--- config.mk ---
export PLATFORM = sky130hd
export DESIGN_NAME = uart_tx_arbiter
export DESIGN_NICKNAME = d
export VERILOG_FILES = /design/src/rtl/uart_ctrl_pkg.sv /design/src/rtl/rr_pick.sv /design/src/rtl/uart_tx_arbiter.sv
export SDC_FILE = /design/constraint.sdc
export NUM_CORES = 1
export LEC_CHECK = 0
export ABC_AREA = 1
export BUFFER_PORTS_ARGS = -buffer_cell sky130_fd_sc_hd__buf_2
export CORE_ASPECT_RATIO = 0.8
export CORE_MARGIN = 2
export CORE_UTILIZATION = 46
export DETAILED_ROUTE_END_ITERATION = 10
export GPL_TIMING_DRIVEN = 0
export PLACE_DENSITY_LB_ADDON = 0.08
export SLEW_MARGIN = 20
export SYNTH_ARGS = -nofsm -noshare
export SYNTH_HDL_FRONTEND = slang
export SYNTH_HIERARCHICAL = 1
export SYNTH_SLANG_ARGS = --single-unit
--- constraint.sdc ---
create_clock -name clk -period 3.4 [get_ports clk]
set_input_delay 0.34 -clock clk [delete_from_list [all_inputs] [get_ports clk]]
set_output_delay 0.34 -clock clk [all_outputs]
set_load 0.02 [all_outputs]
--- src/rtl/uart_ctrl_pkg.sv ---
// Shared definitions for the UART transmit control blocks: the sequencer
// state encoding, the UART byte width and a small index helper.
package uart_ctrl_pkg;

  localparam int BYTE_W = 8;

  typedef enum logic [1:0] {
    ARB        = 2'd0,
    ISSUE      = 2'd1,
    WAIT_START = 2'd2,
    WAIT_DONE  = 2'd3
  } state_e;

  // Next index after idx in a ring of n entries.
  function automatic int wrap_inc(input int idx, input int n);
    return (idx + 1) % n;
  endfunction

endpackage

--- src/rtl/rr_pick.sv ---
// Round-robin priority search: first set bit of mask at or above ptr,
// wrapping from N-1 back to 0. Purely combinational.
module rr_pick #(
  parameter int N     = 4,
  parameter int IDX_W = 2
) (
  input  logic [N-1:0]     mask,
  input  logic [IDX_W-1:0] ptr,
  output logic [IDX_W-1:0] winner,
  output logic             any_valid
);

  // Scan offsets from farthest to nearest so the nearest set bit wins.
  always_comb begin
    // NOTE: every output gets a default before the search so no path
    // leaves it unassigned, which would otherwise infer a latch.
    winner    = '0;
    any_valid = |mask;
    for (int k = N - 1; k >= 0; k--) begin
      if (mask[(int'(ptr) + k) % N]) begin
        winner = IDX_W'((int'(ptr) + k) % N);
      end
    end
  end

endmodule

--- src/rtl/uart_tx_arbiter.sv ---
// Round-robin arbiter sharing one UART transmitter among NUM_REQ byte
// streams. A packet (bytes up to and including req_last) holds the grant
// so packets from different requesters never interleave.
// Optional build macro UART_ARB_LOCK_TIMEOUT_EN: releases a lock whose
// owner has been idle for LOCK_TIMEOUT cycles and adds a lock_timeout pulse.
module uart_tx_arbiter
  import uart_ctrl_pkg::*;
#(
  parameter int NUM_REQ      = 4,
  parameter int ID_W         = 2,
  parameter int LOCK_TIMEOUT = 1024
) (
  input  logic                      clk,
  input  logic                      rst,
  input  logic [NUM_REQ-1:0]        req_valid,
  input  logic [BYTE_W*NUM_REQ-1:0] req_byte,
  input  logic [NUM_REQ-1:0]        req_last,
  output logic [NUM_REQ-1:0]        req_ready,
  output logic                      uart_transmit,
  output logic [BYTE_W-1:0]         uart_tx_byte,
  input  logic                      uart_busy,
  output logic [ID_W-1:0]           grant_id,
  output logic                      locked,
`ifdef UART_ARB_LOCK_TIMEOUT_EN
  output logic                      lock_timeout,
`endif
  output logic                      busy
);

  state_e              state, state_next;
  logic [ID_W-1:0]     rr_ptr;
  logic [ID_W-1:0]     pick_ptr;
  logic [ID_W-1:0]     winner;
  logic [NUM_REQ-1:0]  elig_mask;
  logic                any_elig;
  logic                accept;

  // While locked only the owner of the open packet may be picked.
  always_comb begin
    elig_mask = req_valid;
    pick_ptr  = rr_ptr;
    if (locked) begin
      elig_mask           = '0;
      elig_mask[grant_id] = req_valid[grant_id];
      pick_ptr            = grant_id;
    end
  end

  rr_pick #(
    .N     (NUM_REQ),
    .IDX_W (ID_W)
  ) u_pick (
    .mask      (elig_mask),
    .ptr       (pick_ptr),
    .winner    (winner),
    .any_valid (any_elig)
  );

  // Transfer happens in the ARB cycle that has an eligible winner; reset
  // suppresses it so req_ready is quiet while rst is held.
  assign accept        = !rst && (state == ARB) && any_elig;
  assign uart_transmit = (state == ISSUE);
  assign busy          = (state != ARB);

  // One-hot ready for the winner in the transfer cycle.
  always_comb begin
    req_ready = '0;
    if (accept) req_ready[winner] = 1'b1;
  end

  // Byte sequencing: pulse transmit, then follow the UART busy flag.
  always_comb begin
    state_next = state;
    case (state)
      ARB:        if (accept)    state_next = ISSUE;
      ISSUE:                     state_next = WAIT_START;
      WAIT_START: if (uart_busy) state_next = WAIT_DONE;
      WAIT_DONE:  if (!uart_busy) state_next = ARB;
      default:                   state_next = ARB;
    endcase
  end

  // State register.
  always_ff @(posedge clk) begin
    // NOTE: clocked state uses non-blocking assignments so every register
    // samples pre-edge values regardless of process ordering.
    if (rst) state <= ARB;
    else     state <= state_next;
  end

`ifdef UART_ARB_LOCK_TIMEOUT_EN
  localparam int TO_W = $clog2(LOCK_TIMEOUT + 1);

  logic [TO_W-1:0] idle_cnt;
  logic            lock_idle;
  logic            to_fire;

  assign lock_idle = (state == ARB) && locked && !req_valid[grant_id];
  assign to_fire   = lock_idle && (idle_cnt == TO_W'(LOCK_TIMEOUT - 1));

  // Idle counter for the lock owner; the release pulse is registered so it
  // lines up with locked falling.
  always_ff @(posedge clk) begin
    if (rst) begin
      idle_cnt     <= '0;
      lock_timeout <= 1'b0;
    end else begin
      lock_timeout <= to_fire;
      if (accept || to_fire) idle_cnt <= '0;
      else if (lock_idle)    idle_cnt <= idle_cnt + 1'b1;
    end
  end
`else
  // The timeout length only matters when the release feature is built in.
  logic unused_lock_timeout;
  assign unused_lock_timeout = (LOCK_TIMEOUT > 0);
`endif

  // Grant bookkeeping and the byte latched for the UART on each transfer.
  always_ff @(posedge clk) begin
    if (rst) begin
      rr_ptr       <= '0;
      grant_id     <= '0;
      locked       <= 1'b0;
      uart_tx_byte <= '0;
    end else if (accept) begin
      uart_tx_byte <= req_byte[int'(winner)*BYTE_W +: BYTE_W];
      grant_id     <= winner;
      locked       <= ~req_last[winner];
      if (req_last[winner]) rr_ptr <= ID_W'(wrap_inc(int'(winner), NUM_REQ));
    end
`ifdef UART_ARB_LOCK_TIMEOUT_EN
    else if (to_fire) begin
      locked <= 1'b0;
      rr_ptr <= ID_W'(wrap_inc(int'(grant_id), NUM_REQ));
    end
`endif
  end

endmodule

==> results of run 1 <==
==> worst min-delay path: cells and delay by family <==
kind                   cells  cell delay, ns
buffers and inverters      2            0.20
and+or+nand+nor            2            0.13
==> cell usage after synthesis, types with 2 or more instances <==
library cell | count | share of area
buf_2 | 3 | 0.012
nand2_4 | 2 | 0.018
nand2_1 | 58 | 0.17
dfxtp_1 | 15 | 0.24
nand4_1 | 3 | 0.015
nor2_1 | 28 | 0.083
inv_1 | 25 | 0.074
nand3_1 | 17 | 0.067
o21ai_0 | 22 | 0.087
a21oi_1 | 2 | 0.0079
inv_2 | 3 | 0.0089
o22ai_1 | 7 | 0.035
o211ai_1 | 2 | 0.012
a21boi_0 | 4 | 0.024
ha_1 | 8 | 0.079
==> kinds of logic after synthesis <==
group | count (synthesis) | synth area share
simple gates | 111 | 0.3826
compound gates | 40 | 0.1825
buf+inv | 35 | 0.1193
flops | 15 | 0.2367
fa+ha+maj | 8 | 0.07890
==> sequential cells by signal, indices dropped and copies added (netlist names) <==
signal / count
uart_tx_byte: 8
locked: 1
grant_id: 2
rr_ptr: 2
state: 2
==> path summary, 6_finish.rpt <==
path                                 from                            to  slack, ns  cells past startpoint
min reg2reg  uart_tx_byte[6]$_SDFFE_PP0P_  uart_tx_byte[6]$_SDFFE_PP0P_       0.47                      2
max reg2reg           locked$_SDFFE_PP0P_        rr_ptr[1]$_SDFFE_PP0P_       0.86                     18
min                                   rst  uart_tx_byte[3]$_SDFFE_PP0P_       0.40                      4
max                   locked$_SDFFE_PP0P_                  req_ready[0]       0.35                     16
==> stage by stage <==
step,utilization,setup WS [ns],hold WS (ns)
3_5_place_dp,0.6013,0.3886,0.4641
5_1_grt,0.6120,0.006911,0.4331
4_1_cts,0.6116,0.05523,0.4092
6_report,0.6120,0.3513,0.4029
3_3_place_gp,0.6013,0.3826,0.4580
2_1_floorplan,-,0.6608,0.4868
==> repair_timing <==
action,CTS,global route
gates resized for setup,0,3
endpoints found under the setup margin,0,3
hold endpoints to repair,0,0
==> layer usage <==
| metal | track usage | up-vias | share of wire | wire length, µm |
|---|---|---|---|---|
| li1 | - | 801 | - | - |
| met1 | 0.2974 | 665 | 0.49 | 1593 |
| met2 | 0.3710 | 41 | 0.44 | 1435 |
| met3 | 0.03744 | 6 | 0.060 | 196 |
| met4 | 0.07407 | 0 | 0.013 | 42 |
| met5 | 0 | - | 0 | 0 |
==> final cells by class <==
cell class	count	area [µm²]
fillers	278	1040
multi-input cells	159	817.0
flip-flops and latches	15	301.5
repair buffers	59	295.3
inverters	30	117.6
well taps	38	47.55
plain buffers	5	33.78
clock buffers	3	22.52
clock inverters	1	5.005
==> flow_metrics.env, run 1 <==
export IMPL_holdBufCountCts=0
export IMPL_grt_pass1_wl_um=5768
export IMPL_ctsHtreeMaxLevel=1
export IMPL_grt_max_degree=12
export IMPL_wl_per_cell_um=10.54
export IMPL_cts_max_path_buffers=2
export IMPL_clock_latency_ns=0.29
export IMPL_maxCapViolations=0
export IMPL_synth_cell_types=25
export IMPL_numPortBuffers=59
export IMPL_clk_pin_slew_worst_paths_ns=0.10
export IMPL_critPathRequiredTime_ns=3.06
export IMPL_grt_pass1_vias=1353
export IMPL_cts_sinks=15
export IMPL_drtIter0Drc=55
export IMPL_cp_cell_sequence="o21ai_1 > inv_2 > nand2_1 > nand2_1 > nand2_2 > nand2_1 > nand2_1 > nand3_1 > nand2_1 > inv_1 > inv_2 > buf_2 > ha_1 > inv_1 > nor2_1 > buf_2"
export IMPL_dieArea_mm2=0.003197
export IMPL_overflow=0
export IMPL_diodes=0
export IMPL_synthesis_nets=260
export IMPL_fin_crit_ns=3.049
export IMPL_core_mm2=0.002680
export IMPL_ant_nets=0
export IMPL_cp_buffers_inverters=6
export IMPL_cpLargestDelayFamily="buffers and inverters"
export IMPL_routed_wl_um=3266
export IMPL_rsz0062_at_grt="no"
export IMPL_cts_tree="done"
export IMPL_worstSetupPathType="flop to output port"
export IMPL_seq_area_frac_synth=0.2367
export IMPL_synth_top_flop_cell="dfxtp_1"
export IMPL_setup_viol=0
export IMPL_final_common_cell="buf_2"
export IMPL_clock_skew_ns=0.008925
export IMPL_avgSynthCellArea_um2=6.070
export IMPL_placed_area_mm2=0.001612
export IMPL_cts_buffers=3
export IMPL_nets=324
export IMPL_dieWidth_um=62.72
export IMPL_io_pins=60
export IMPL_hold_path_class="input pin to flop"
export IMPL_fin_crit_sh=0.8967
export IMPL_cpMostUsedCell="nand2_1"
export IMPL_slowest_delay_ns=0.42
export IMPL_critPathMaxFanout=11
export IMPL_dp_cells=306
export IMPL_worst_setup_path_end_kind="output port"
export IMPL_synth_seq_cells=15
export IMPL_hpwl_um=2632
export IMPL_finalSetupTns_ns=0
export IMPL_gp_congestion=0.8399
export IMPL_yosys_warnings=6
export IMPL_stdcell_area_mm2=0.001640
export IMPL_drtPass1Iterations=4
export IMPL_final_cell_count_no_fill=310
export IMPL_critPathArrivalTime_ns=2.71
export IMPL_start_util=0.4734
export IMPL_post_cts_setup_buffers=0
export IMPL_antenna_found_initial=0
export IMPL_tightest_slew_ns=0.4753
export IMPL_fp_dieH_um=50.98
export IMPL_layout_common_cells="buf_2, nand2_1, nor2_1"
export IMPL_synthCells=209
export IMPL_postSynth_asyncResetShare=0
export IMPL_drive_gt1_frac=0.2904
export IMPL_finalHoldViolations=0
export IMPL_critPathSlowestCell="o21ai_1"
export IMPL_vias=1513
export IMPL_root_buffer="clkbuf_4"
export IMPL_status="finished clean"
export IMPL_start_kind="flop"
export IMPL_via_per_inst=4.881
export IMPL_areaGrowthSynthToFinish_pct=29.29
export IMPL_drc=0
export IMPL_synth_edf_count=0
export IMPL_syn_area_mm2=0.001269
export IMPL_rows=17
export IMPL_max_slew_margin_rel=0.6810
export IMPL_grtUsageTotal=0.2235
export IMPL_slew_violations=0
export IMPL_fmax_ghz=0.3280
Power of run 1 is not shown: default switching activity piles up to over one toggle a cycle in this logic, so the estimate is an artifact.
==> run 2: changes to the inputs <==
--- a/config.mk
+++ b/config.mk
@@ -9,12 +9,12 @@
 export BUFFER_PORTS_ARGS = -buffer_cell sky130_fd_sc_hd__buf_2
 export CORE_ASPECT_RATIO = 0.8
 export CORE_MARGIN = 2
-export CORE_UTILIZATION = 46
+export CORE_UTILIZATION = 48
+export CTS_BUF_LIST = sky130_fd_sc_hd__clkbuf_8 sky130_fd_sc_hd__clkbuf_16
 export DETAILED_ROUTE_END_ITERATION = 10
 export GPL_TIMING_DRIVEN = 0
 export PLACE_DENSITY_LB_ADDON = 0.08
 export SLEW_MARGIN = 20
 export SYNTH_ARGS = -nofsm -noshare
 export SYNTH_HDL_FRONTEND = slang
-export SYNTH_HIERARCHICAL = 1
 export SYNTH_SLANG_ARGS = --single-unit
==> flow_metrics.env, run 2 <==
export IMPL_r2r_start="locked$_SDFFE_PP0P_"
export IMPL_worst_setup_path_end_kind="output port"
export IMPL_cts_buffers=3
export IMPL_critPathMaxFanout=10
export IMPL_numPortBuffers=59
export IMPL_clk_pin_slew_worst_paths_ns=0.05
export IMPL_wl_per_cell_um=11.50
export IMPL_fill_cells=296
export IMPL_drtPass1Iterations=4
export IMPL_synth_cell_types=29
export IMPL_yosys_warnings=0
export IMPL_synth_seq_cells=15
export IMPL_yosys_area_share_adder=0.04359
export IMPL_synth_mux_area_frac=0.006975
export IMPL_hold_depth=2
export IMPL_avgSynthCellArea_um2=6.322
export IMPL_vias=1626
export IMPL_via_per_inst=4.957
export IMPL_start_util=0.5111
export IMPL_rows=17
export IMPL_layout_common_cells="nand2_1, buf_2, nor2_1"
export IMPL_synthTopCellsByArea="dfxtp_1, nand2_1, nand3_2, nor2_1, nand3_1"
export IMPL_fp_dieH_um=52.91
export IMPL_whs_ns=0.2953
export IMPL_grt_pass1_vias=1352
export IMPL_synth_edf_count=0
export IMPL_fin_crit_ns=2.538
export IMPL_antenna_found_initial=0
export IMPL_ant_nets=0
export IMPL_areaGrowthSynthToFinish_pct=27.03
export IMPL_clock_skew_ns=0.0009502
export IMPL_reg2regPathDepth=15
export IMPL_reg2reg_to="uart_tx_byte[7]$_SDFFE_PP0P_"
export IMPL_root_buffer="clkbuf_8"
export IMPL_core_mm2=0.002808
export IMPL_io_pins=60
export IMPL_rsz0062_at_grt="no"
export IMPL_drtIter0Drc=90
export IMPL_synth_top_family_by_area="simple AND/OR/NAND/NOR gates"
export IMPL_dieWidth_um=65.14
export IMPL_gp_congestion=0.9359
export IMPL_largest_reg_flops=8
export IMPL_cts_sinks=15
export IMPL_dieArea_mm2=0.003446
export IMPL_fin_crit_sh=0.7464
export IMPL_synth_most_common_cell="nand2_1"
export IMPL_critPathArrivalTime_ns=2.20
export IMPL_finalHoldViolations=0
export IMPL_max_flop_register="uart_tx_byte"
export IMPL_diodes=0
export IMPL_setup_viol=0
export IMPL_cts_tree="done"
export IMPL_yosys_area_top_type="dfxtp_1"
export IMPL_grt_max_degree=11
export IMPL_final_common_cell="nand2_1"
export IMPL_cts_max_path_buffers=2
export IMPL_min_to="state[0]$_SDFFE_PP0P_"
export IMPL_post_cts_setup_buffers=0
export IMPL_seq_area_frac_synth=0.2092
export IMPL_fmax_ghz=0.3941
export IMPL_worstHoldStart="rst"
export IMPL_synthTopCellsByCount="nand2_1, nor2_1, nand3_1"
export IMPL_synthSimpleGateAreaFrac=0.5379
export IMPL_start_kind="flop"
export IMPL_synth_compound_gate_area_share=0.1029
export IMPL_grt_pass1_wl_um=6072
export IMPL_hold_path_class="input pin to flop"
export IMPL_drive_gt1_frac=0.3586
export IMPL_clock_latency_ns=0.24
export IMPL_yosysTopAreaCellShare=0.2092
export IMPL_ctsHtreeMaxLevel=1
export IMPL_synthesis_nets=275
export IMPL_worstSetupPathType="flop to output port"
export IMPL_overflow=0
export IMPL_grtUsageTotal=0.2250
export IMPL_tightest_slew_ns=0.3648
export IMPL_drc=0
export IMPL_post_cts_resized=0
export IMPL_critPathRequiredTime_ns=3.06
export IMPL_finalSetupTns_ns=0
export IMPL_status="finished clean"
export IMPL_slew_violations=0
export IMPL_maxCapViolations=0
export IMPL_max_slew_margin_rel=0.7543
export IMPL_routed_wl_um=3773
export IMPL_nets=339
export IMPL_hpwl_um=3046
export IMPL_synth_xor_area_frac=0
export IMPL_holdBufCountCts=0
export IMPL_syn_area_mm2=0.001435
export IMPL_synthCells=227
export IMPL_regToRegSetupSlack_ns=1.28
export IMPL_synth_top_flop_cell="dfxtp_1"
export IMPL_postSynth_asyncResetShare=0
[run 2: changes by cell type after synthesis, sizes merged, moves of 2 or more]
cell    before  now
inv         28   17
nand4        3    5
nor2        29   34
nand2       61   73
ha           8    5
o22ai        7    1
o211ai       2    0
a21boi       4    0
nand3       18   38
o21ai       22   16
a21oi        3   10
[run 2: worst max path at each step]
stage               depth (start not counted)            to  slack, ns                startpoint
floorplan                                  14  req_ready[3]       1.16       locked$_SDFFE_PP0P_
global placement                            9  req_ready[3]       1.12  grant_id[1]$_SDFFE_PP0P_
detailed placement                          9  req_ready[3]       1.15  grant_id[1]$_SDFFE_PP0P_
CTS                                         9  req_ready[3]       0.88  grant_id[1]$_SDFFE_PP0P_
global route                               15  req_ready[3]       0.65       locked$_SDFFE_PP0P_
finish                                      9  req_ready[3]       0.86  grant_id[1]$_SDFFE_PP0P_
[run 2: cell type report]
class                   instances  area (µm²)  area share
clock buffers                   3       41.29     0.02265
flip-flops and latches         15       300.3      0.1647
clock inverters                 1       3.754    0.002059
repair buffers                 59       295.3      0.1620
plain buffers                   7       70.07     0.03844
inverters                      18       72.57     0.03981
multi-input cells             187       992.2      0.5443
well taps                      38       47.55     0.02608
[run 2: per-stage QoR]
stage	area, µm²	instances	utilization	worst slack [ns]
after global routing	1823	328	0.6493	0.6549
after detailed placement	1778	324	0.6332	1.147
after global placement	1778	324	0.6332	1.122
after floorplan	1435	227	-	1.158
final	1823	328	0.6493	0.8623
after CTS	1823	328	0.6493	0.8784
[run 2: routing by layer]
metal  routed length, µm  vias up  track usage
met4                  17        0      0.05903
met2                1562       35       0.3196
met1                2032      718       0.3609
li1                    -      871            -
met3                 161        2      0.01277
met5                   0        -            0
[run 2: logic make-up after synthesis]
group	after synthesis
buffers and inverters	25
AO/OA/AOI/OAI	28
AND/OR/NAND/NOR	153
flip-flops	15
multiplexers	1
adder cells (fa/ha/maj)	5
[run 2: critical path: stages (launching register included)]
cell	delay, ns
dfxtp_1	0.47
nand4_1	0.22
and2_1	0.19
nand4_1	0.07
nand2_1	0.09
nor2_1	0.21
buf_2	0.26
nand2_1	0.14
nor2_1	0.14
buf_2	0.17
Power of run 2 is left out for the same reason.
==> run 3: changes to the inputs <==
==> constraint.sdc (replaced) <==
create_clock -name clk -period 2.5 [get_ports clk]
set_input_delay 0.25 -clock clk [delete_from_list [all_inputs] [get_ports clk]]
set_output_delay 0.25 -clock clk [all_outputs]
set_load 0.02 [all_outputs]
==> flow_metrics.env, run 3 (synthesis results as in run 2) <==
export IMPL_status="finished clean"
export IMPL_maxCapViolations=0
export IMPL_start_kind="flop"
export IMPL_hold_path_class="input pin to flop"
export IMPL_fmax_ghz=0.4335
export IMPL_largest_reg_flops=8
export IMPL_setup_ws_ns=0.1931
export IMPL_start_util=0.5111
export IMPL_diodes=0
export IMPL_grtUsageTotal=0.2250
export IMPL_stdcell_area_mm2=0.001867
export IMPL_worst_setup_path_end_kind="output port"
export IMPL_dieArea_mm2=0.003446
export IMPL_fp_dieH_um=52.91
export IMPL_slew_violations=0
export IMPL_clock_latency_ns=0.24
export IMPL_drive_gt1_frac=0.3849
export IMPL_root_buffer="clkbuf_8"
export IMPL_io_pins=60
export IMPL_max_slew_margin_rel=0.7478
export IMPL_regToRegSetupSlack_ns=0.36
export IMPL_grt_max_degree=11
export IMPL_placed_area_mm2=0.001778
export IMPL_fill_cells=294
export IMPL_grt_pass1_wl_um=6072
export IMPL_rows=17
export IMPL_via_per_inst=4.970
export IMPL_worstSetupPathType="flop to output port"
export IMPL_overflow=0
export IMPL_drc=0
export IMPL_numPortBuffers=59
export IMPL_dieWidth_um=65.14
export IMPL_critPathArrivalTime_ns=2.06
export IMPL_whs_ns=0.2145
export IMPL_areaGrowthSynthToFinish_pct=30.08
export IMPL_final_common_cell="nand2_1"
export IMPL_critPathMaxFanout=10
export IMPL_tightest_slew_ns=0.3743
export IMPL_ant_nets=0
export IMPL_wl_per_cell_um=11.95
export IMPL_cts_tree="done"
export IMPL_holdBufCountCts=0
export IMPL_layout_common_cells="nand2_1, buf_2, nor2_1"
export IMPL_vias=1635
export IMPL_nets=340
export IMPL_core_mm2=0.002808
export IMPL_preCtsSetupSlack_ns=0.3370
export IMPL_fin_crit_sh=0.9228
export IMPL_grt_pass1_vias=1352
export IMPL_max_flop_register="uart_tx_byte"
export IMPL_cts_buffers=3
export IMPL_hpwl_um=3046
export IMPL_drtIter0Drc=142
export IMPL_ctsHtreeMaxLevel=1
export IMPL_clk_pin_slew_worst_paths_ns=0.05
export IMPL_drtPass1Iterations=4
export IMPL_fin_crit_ns=2.307
export IMPL_finalSetupTns_ns=0
export IMPL_clock_skew_ns=0.001666
export IMPL_cts_sinks=15
export IMPL_gp_congestion=0.9359
export IMPL_antenna_found_initial=0
export IMPL_rsz0062_at_grt="no"
export IMPL_setup_viol=0
export IMPL_critPathRequiredTime_ns=2.25
export IMPL_finalHoldViolations=0
export IMPL_routed_wl_um=3933
export IMPL_cts_max_path_buffers=2
==> run 3: cell types whose count changed in the layout (fill, tap and decap cells not counted), sizes merged <==
cell / before / now
buf: 65 / 66
==> run 3: routing by layer <==
metal  track usage  vias to the layer above  routed length (µm)
li1              -                      873                   -
met1        0.3609                      709                2023
met2        0.3196                       51                1674
met3       0.01277                        2                 217
met4       0.05903                        0                  17
met5             0                        -                   0
==> run 3: what timing repair did <==
item / 4_1_cts / 5_1_grt
hold endpoints to repair: 0 / 0
setup buffers: 0 / 1
resized for setup: 0 / 12
endpoints found under the setup margin: 0 / 4
==> run 3: final timing paths <==
kind	startpoint	to	cells past startpoint
min	rst	state[0]$_SDFFE_PP0P_	2
min reg2reg	rr_ptr[1]$_SDFFE_PP0P_	rr_ptr[1]$_SDFFE_PP0P_	2
max reg2reg	locked$_SDFFE_PP0P_	uart_tx_byte[7]$_SDFFE_PP0P_	17
max	locked$_SDFFE_PP0P_	req_ready[3]	15
==> run 3: worst max-delay path, cell delays in order (launching register included) <==
cell and delay (ns):
dfxtp_1 0.33, buf_6 0.16, nand2_1 0.10, nand2_4 0.15
nand2_1 0.07, nand2_1 0.10, nand3_2 0.07, nand2_1 0.07
nor2_1 0.04, nand2_1 0.09, nand2_1 0.07, nand2_2 0.10
nand2_4 0.07, buf_12 0.15, nor2_2 0.09, buf_4 0.14
==> run 3: per-stage QoR <==
stage,utilization,instances
floorplan,-,227
global placement,0.6332,324
detailed placement,0.6332,324
CTS,0.6493,328
global route,0.6649,329
finish,0.6649,329
==> run 3: final cells by class <==
| class | count | area (µm²) | area share |
|---|---|---|---|
| tap | 38 | 47.55 | 0.02547 |
| clock inverter | 1 | 3.754 | 0.002011 |
| multi-input combinational | 187 | 1020 | 0.5462 |
| timing repair buffer | 60 | 305.3 | 0.1635 |
| inverter | 18 | 75.07 | 0.04021 |
| sequential | 15 | 301.5 | 0.1615 |
| clock buffer | 3 | 41.29 | 0.02212 |
| buffer | 7 | 72.57 | 0.03887 |
Power of run 3 is left out for the same reason.
